<file path="src/rtl/maze_credit_pkg.sv">
// Shared types and helpers for the MAZE credit-based link (transmitter and receiver sides).
package maze_credit_pkg;

  typedef enum logic [1:0] {
    ST_INIT   = 2'd0,
    ST_ACTIVE = 2'd1,
    ST_DRAIN  = 2'd2
  } state_e;

  // Ceiling log2; clog2(1) == 0, so callers size counters with clog2(max+1).
  function automatic int clog2(input int value);
    int result;
    int rem;
    result = 0;
    rem    = value - 1;
    while (rem > 0) begin
      result = result + 1;
      rem    = rem >> 1;
    end
    return result;
  endfunction

endpackage : maze_credit_pkg

</file>
<file path="src/rtl/maze_credit_cnt.sv">
// Saturating credit counter: starts full, counts down on sends and up on returns, flags overflow.
module maze_credit_cnt
  import maze_credit_pkg::*;
#(
  parameter int CREDIT_NUM = 4,
  parameter int CNT_W      = clog2(CREDIT_NUM + 1)
) (
  input  logic             clk,
  input  logic             rst_n,
  input  logic             inc_i,
  input  logic             dec_i,
  output logic [CNT_W-1:0] cnt_o,
  output logic             full_o,
  output logic             empty_o,
  output logic             err_o
);

  localparam logic [CNT_W-1:0] CNT_MAX = CNT_W'(CREDIT_NUM);

  logic [CNT_W-1:0] cnt_q;
  logic [CNT_W-1:0] cnt_d;
  logic             err_q;
  logic             err_d;

  // A simultaneous return and send cancel; a return into a full counter is an overflow.
  always_comb begin
    cnt_d = cnt_q;
    err_d = err_q;
    unique case ({inc_i, dec_i})
      2'b10: begin
        if (cnt_q == CNT_MAX) begin
          err_d = 1'b1;
        end else begin
          cnt_d = cnt_q + CNT_W'(1);
        end
      end
      2'b01: begin
        if (cnt_q != '0) begin
          cnt_d = cnt_q - CNT_W'(1);
        end
      end
      default: begin
      end
    endcase
  end

  always_ff @(posedge clk or negedge rst_n) begin
    if (!rst_n) begin
      cnt_q <= CNT_MAX;
      err_q <= 1'b0;
    end else begin
      cnt_q <= cnt_d;
      err_q <= err_d;
    end
  end

  assign cnt_o   = cnt_q;
  assign full_o  = (cnt_q == CNT_MAX);
  assign empty_o = (cnt_q == '0);
  assign err_o   = err_q;

endmodule : maze_credit_cnt

</file>
<file path="src/rtl/maze_credit_tx.sv">
// MAZE long-link credit transmitter: valid/ready in, registered valid-only link out, flush handshake.
module maze_credit_tx
  import maze_credit_pkg::*;
#(
  parameter int PYLD_W     = 1,
  parameter int CREDIT_NUM = 4,
  parameter int INIT_CYC   = 2,
  parameter int CNT_W      = clog2(CREDIT_NUM + 1)
) (
  input  logic              clk,
  input  logic              rst_n,
  input  logic              valid_i,
  output logic              ready_o,
  input  logic [PYLD_W-1:0] payload_i,
  output logic              valid_o,
  output logic [PYLD_W-1:0] payload_o,
  input  logic              credit_i,
  input  logic              flush_i,
  output logic              flush_done_o,
  output logic [CNT_W-1:0]  credit_cnt_o,
  output logic              err_o
);

  localparam int               INIT_W      = (INIT_CYC > 2) ? clog2(INIT_CYC) : 1;
  localparam logic [INIT_W-1:0] INIT_LOAD  = INIT_W'((INIT_CYC > 0) ? (INIT_CYC - 1) : 0);
  localparam state_e           RESET_STATE = (INIT_CYC == 0) ? ST_ACTIVE : ST_INIT;

  state_e              state_q;
  state_e              state_d;
  logic [INIT_W-1:0]   init_cnt_q;
  logic [INIT_W-1:0]   init_cnt_d;
  logic                valid_q;
  logic                valid_d;
  logic [PYLD_W-1:0]   payload_q;
  logic [PYLD_W-1:0]   payload_d;

  logic                fire;
  logic                cnt_full;
  logic                cnt_empty;

  // Credits are counted in every state, so returns during INIT and DRAIN are never lost.
  maze_credit_cnt #(
    .CREDIT_NUM (CREDIT_NUM),
    .CNT_W      (CNT_W)
  ) u_credit_cnt (
    .clk     (clk),
    .rst_n   (rst_n),
    .inc_i   (credit_i),
    .dec_i   (fire),
    .cnt_o   (credit_cnt_o),
    .full_o  (cnt_full),
    .empty_o (cnt_empty),
    .err_o   (err_o)
  );

  assign ready_o      = (state_q == ST_ACTIVE) && !cnt_empty;
  assign fire         = valid_i && ready_o;
  assign flush_done_o = (state_q == ST_DRAIN) && cnt_full;

  // A fire coincident with flush_i still goes out; DRAIN only blocks from the next cycle.
  always_comb begin
    state_d    = state_q;
    init_cnt_d = init_cnt_q;
    unique case (state_q)
      ST_INIT: begin
        if (init_cnt_q == '0) begin
          state_d = ST_ACTIVE;
        end else begin
          init_cnt_d = init_cnt_q - INIT_W'(1);
        end
      end
      ST_ACTIVE: begin
        if (flush_i) begin
          state_d = ST_DRAIN;
        end
      end
      ST_DRAIN: begin
        if (!flush_i && cnt_full) begin
          state_d = ST_ACTIVE;
        end
      end
      default: begin
        state_d = RESET_STATE;
      end
    endcase
  end

  always_comb begin
    valid_d   = fire;
    payload_d = fire ? payload_i : payload_q;
  end

  always_ff @(posedge clk or negedge rst_n) begin
    if (!rst_n) begin
      state_q    <= RESET_STATE;
      init_cnt_q <= INIT_LOAD;
      valid_q    <= 1'b0;
      payload_q  <= '0;
    end else begin
      state_q    <= state_d;
      init_cnt_q <= init_cnt_d;
      valid_q    <= valid_d;
      payload_q  <= payload_d;
    end
  end

  assign valid_o   = valid_q;
  assign payload_o = payload_q;

endmodule : maze_credit_tx

</file>
<file path="config.mk">
export PLATFORM = sky130hd
export DESIGN_NAME = maze_credit_tx
export DESIGN_NICKNAME = d
export VERILOG_FILES = /design/src/rtl/maze_credit_pkg.sv /design/src/rtl/maze_credit_cnt.sv /design/src/rtl/maze_credit_tx.sv
export SDC_FILE = /design/constraint.sdc
export NUM_CORES = 1
export LEC_CHECK = 0
export ABC_AREA = 1
export CAP_MARGIN = 20
export CORE_UTILIZATION = 40
export CTS_BUF_LIST = sky130_fd_sc_hd__clkbuf_4
export CTS_CLUSTER_SIZE = 25
export DETAILED_ROUTE_END_ITERATION = 7
export PLACE_DENSITY = 0.68
export REMOVE_ABC_BUFFERS = 1
export SLEW_MARGIN = 15
export SYNTH_ARGS = -nofsm -noshare
export SYNTH_HDL_FRONTEND = slang
export SYNTH_SLANG_ARGS = --single-unit
</file>
<file path="constraint.sdc">
create_clock -name clk -period 3.3 [get_ports clk]
set_input_delay 0.66 -clock clk [delete_from_list [all_inputs] [get_ports clk]]
set_output_delay 0.66 -clock clk [all_outputs]
set_load 0.05 [all_outputs]
</file>
* Yosys cells after proc, flatten, opt, wreduce, memory -nomap -nowiden *
Cells that the tools add are included.

cells by class
  $add $sub $neg = 3
  eq/ne operators = 10
  reduce and logical (&&, ||, !) cells = 13
  mux-type cells = 8

operator list
  operator               number
  $mux W2                3
  $mux W3                2
  $ne A2 B2 Y1 const B   3
  $pmux W2 S3            1
  $pmux W3 S2            1
  $reduce_and A3 Y1      2
  $eq A2 B1 Y1 const B   2
  $eq A2 B2 Y1 const B   2
  $logic_and A1 B1 Y1    4
  $ne A2 B1 Y1 const B   2
  $add A3 B1 Y3 const B  1
  $eq A3 B3 Y1 const B   1
  $logic_not A3 Y1       1
  $reduce_bool A3 Y1     1
  $sub A3 B1 Y3 const B  1
  $logic_not A1 Y1       2
  $logic_not A2 Y1       1
  $reduce_and A2 Y1      1
  $reduce_bool A2 Y1     1
  $mux W1                1
  $sub A1 B1 Y1 const B  1

storage, ports and cells
  output and inout port bits = 8
  logic and storage cells = 40
  flip-flop bits (word level) = 9
  input bits = 6

* Longest topological paths before layout *
  depth in word-level cells = 7
  gate-level depth with buffers = 8
  gate-level depth less buffers = 8

* Modules after synthesis *
A second synthesis with hierarchy kept.

second synthesis, totals
  cells, all modules = 72
  area, all modules = 504.2 µm²

modules (own cells, without submodules)
  module           seq. area each (µm²)  area an instance (µm²)  times used  cells an instance
  maze_credit_cnt  101.3                 279.0                   1           45
  maze_credit_tx   126.4                 225.2                   1           27

* Least setup slack after synthesis *
Ideal clock, no wire load.

  kind = reg2out
  start = register u_credit_cnt.cnt_q[1], in the netlist u_credit_cnt.cnt_o[1]
  end = output port flush_done_o
  path buffers = 0
  setup slack = 0.645 ns
  stages on the path, launching flop included = 4
  data arrival time = 1.995 ns
  data required time = 2.640 ns
  cells stage by stage = dfrtp_1 -> nor2_2 -> nand2_1 -> nor3_1

on the way
  word-level cells in the longest chain between the ends = 2

ends and longest elaborated chain
  what                      line                   RTL
  start: declaration        maze_credit_cnt.sv:20  logic [CNT_W-1:0] cnt_q;
  start signal: assignment  maze_credit_cnt.sv:52  cnt_q <= cnt_d;
  $eq A3 B3 Y1              maze_credit_cnt.sv:58  assign full_o = (cnt_q == CNT_MAX);
  $logic_and A1 B1 Y1       maze_credit_tx.sv:58   assign flush_done_o = (state_q == ST_DRAIN) && cnt_full;
  end: declaration          maze_credit_tx.sv:19   output logic flush_done_o,

Every way passes these cells.

* Worst setup path in the final report *
  start = register u_credit_cnt.cnt_q[2], in the netlist u_credit_cnt.cnt_o[2]
  end = output port flush_done_o

The elaborated chain is that of the path after synthesis.

==> metrics <==
cells after synthesis 55; DR vias/cell 4.69; number of global-route vias before repair 356; # rows 12; Final Hold Viols 0; min Tclk post-route 2600 ps; die area 0.00148 mm²; fmax 0.384 GHz; TritonCTS Sinks 9; Post-synth top cells nand2_1 (11), inv_1 (10), dfrtp_1 (7); RSZ-0062 raised after global routing no; Netlist cell types 24; Static Leakage 0.000334 µW; Req. time, crit path 2640 ps; setup violators final 0; 1st-iter DRT viols 8; Die X 38.5 µm; post-route clock period utilization 0.789; mean area per synthesized cell 9.69 µm²; R2R cell count 8; CP arrival 1940 ps; most common cell in the netlist nand2_1; max-cap viol count 0; Seq/Total Area, Yosys 0.427; post-route ant nets 0; placed cells 82; global route total overflow 0; WL/cell 10.3 µm; Cell Area, Placed 681 µm²; Fin Setup TNS 0 ps; die height 38.5 µm; number of synthesized flops with an enable pin 0; Buffers on Ports 13; relative max-transition margin 0.662; Post-CTS Setup Repair Bufs 0; total number of vias 403; first-pass GRT wire length 1400 µm; Pre-antenna DRT Iters 4; mapped cell area 533 µm²; Setup Crit Path Kind flop to output pin; core region area 0.00117 mm²; ranking of synthesized cells by area dfrtp_1 (33%), dfstp_2 (9.9%), nand2_1 (7.7%); Area Overhead vs Synth 33.3%; CP Capture Type output pin; Clk Latency, worst-skew pair 250 ps; power per cell area 1140 mW/mm²; #FFs+latches synth 9; Worst VDD drop 0.575 mV; fin area 711 µm²; Final Non-Filler Cells 86; DRC Markers 0; worst-case clock buffer depth 2; CTS tree yes; CTS buffer count 3; final design utilization 0.607; total wire length 883 µm; initial antenna violation count 0; post-synthesis async set-or-reset flop share 1.00; IO Pins 14; top_reg_cell synth dfrtp_1; hold_ws 464 ps; initial core utilization 0.455; largest net degree at the start of global routing 10; Max Slew Vio Count 0; status finished, final reports clean; CTS root buffer clkbuf_4; Layout Skew 2.22 ps; Post-DP HPWL 729 µm; GPL Wtd Cong 0.753; worst hold path type flop to flop; layout cell share with drive strength beyond 1 0.278; Yosys top cell by area dfrtp_1; Clk pin slew, worst setup/hold paths 60 ps; post-synth top area share 0.329; critical-path maximum fanout 5; H-tree Lvls 1; Hold Crit Depth 2; Startpoint Class flop; # diodes 0; Post-CTS Hold Fix Bufs 0; Post-CTS Resized 0; Least-Margin Pin Slew 505 ps; Tot GR Track Use 0.143; final-stage net count 80; Synth Warn # 0
registers in the layout, summed over array words and instances, names as in the netlist:
signal,flops
payload_o,1
u_credit_cnt.err_o,1
u_credit_cnt.cnt_o,3
valid_o,1
state_q,2
init_cnt_q,1
layout make-up:
cell class                      instances  area (µm²)
Fill cell                             108         460
Multi-Input combinational cell         34         259
Tap cell                               14        17.5
Inverter                               12        46.3
Clock buffer                            4        30.0
Timing Repair Buffer                   13         130
Sequential cell                         9         228
cells in the final DEF (no fill, tap or decap), types with 2 or more instances in the layout:
cell,n
dfstp_2,2
nand3_2,2
nand2_1,11
clkbuf_4,4
nand3_4,2
o21ai_1,2
inv_1,10
nand3_1,3
dfrtp_1,7
clkdlybuf4s50_1,13
per-stage QoR:
step | setup WS [ps] | total power (µW)
after floorplan | 645 | 588
after global placement | 920 | 722
after detailed placement | 939 | 726
after CTS | 663 | 818
after global routing | 581 | 863
final | 697 | 808
kinds of logic (layout without fill, tap and decap cells):
kind of cell / count (synthesis) / after routing / synth area share
and+or+nand+nor: 27 / 27 / 0.373
buffers and inverters: 12 / 29 / 0.0868
DFF: 9 / 9 / 0.427
AOI/OAI and AO/OA: 6 / 6 / 0.0751
adders and majority gates: 1 / 1 / 0.0376
power by group:
group	switching, µW	internal (µW)	total [µW]	leakage, µW
registers	45.7	162	208	0.000105
clock network	32.9	54.4	87.3	0.0000184
logic	336	177	513	0.000211
total	415	394	808	0.000334
routing by layer:
layer / global-route usage / routed length (µm) / vias up
li1: - / - / 210
met5: 0 / 0 / -
met2: 0.175 / 361 / 9
met3: 0.0174 / 27 / 2
met1: 0.213 / 483 / 182
met4: 0.129 / 10 / 0
worst paths after layout:
path	start	to	slack, ps
setup / recovery	u_credit_cnt.cnt_o[2]	flush_done_o	700
hold / removal	init_cnt_q	init_cnt_q	460
setup reg to reg	u_credit_cnt.cnt_o[2]	u_credit_cnt.cnt_o[2]	1570
hold reg to reg	init_cnt_q	init_cnt_q	460
max in group asynchronous	rst_n	u_credit_cnt.cnt_o[2]	2300
min in group asynchronous	rst_n	state_q[0]	690
worst max-delay path: stages, from the launching register on:
cell and delay [ps]:
dfstp_2 560, nand2_1 150, nor3_1 160, clkdlybuf4s50_1 820
No activity file was read; power rests on OpenSTA's default activity.
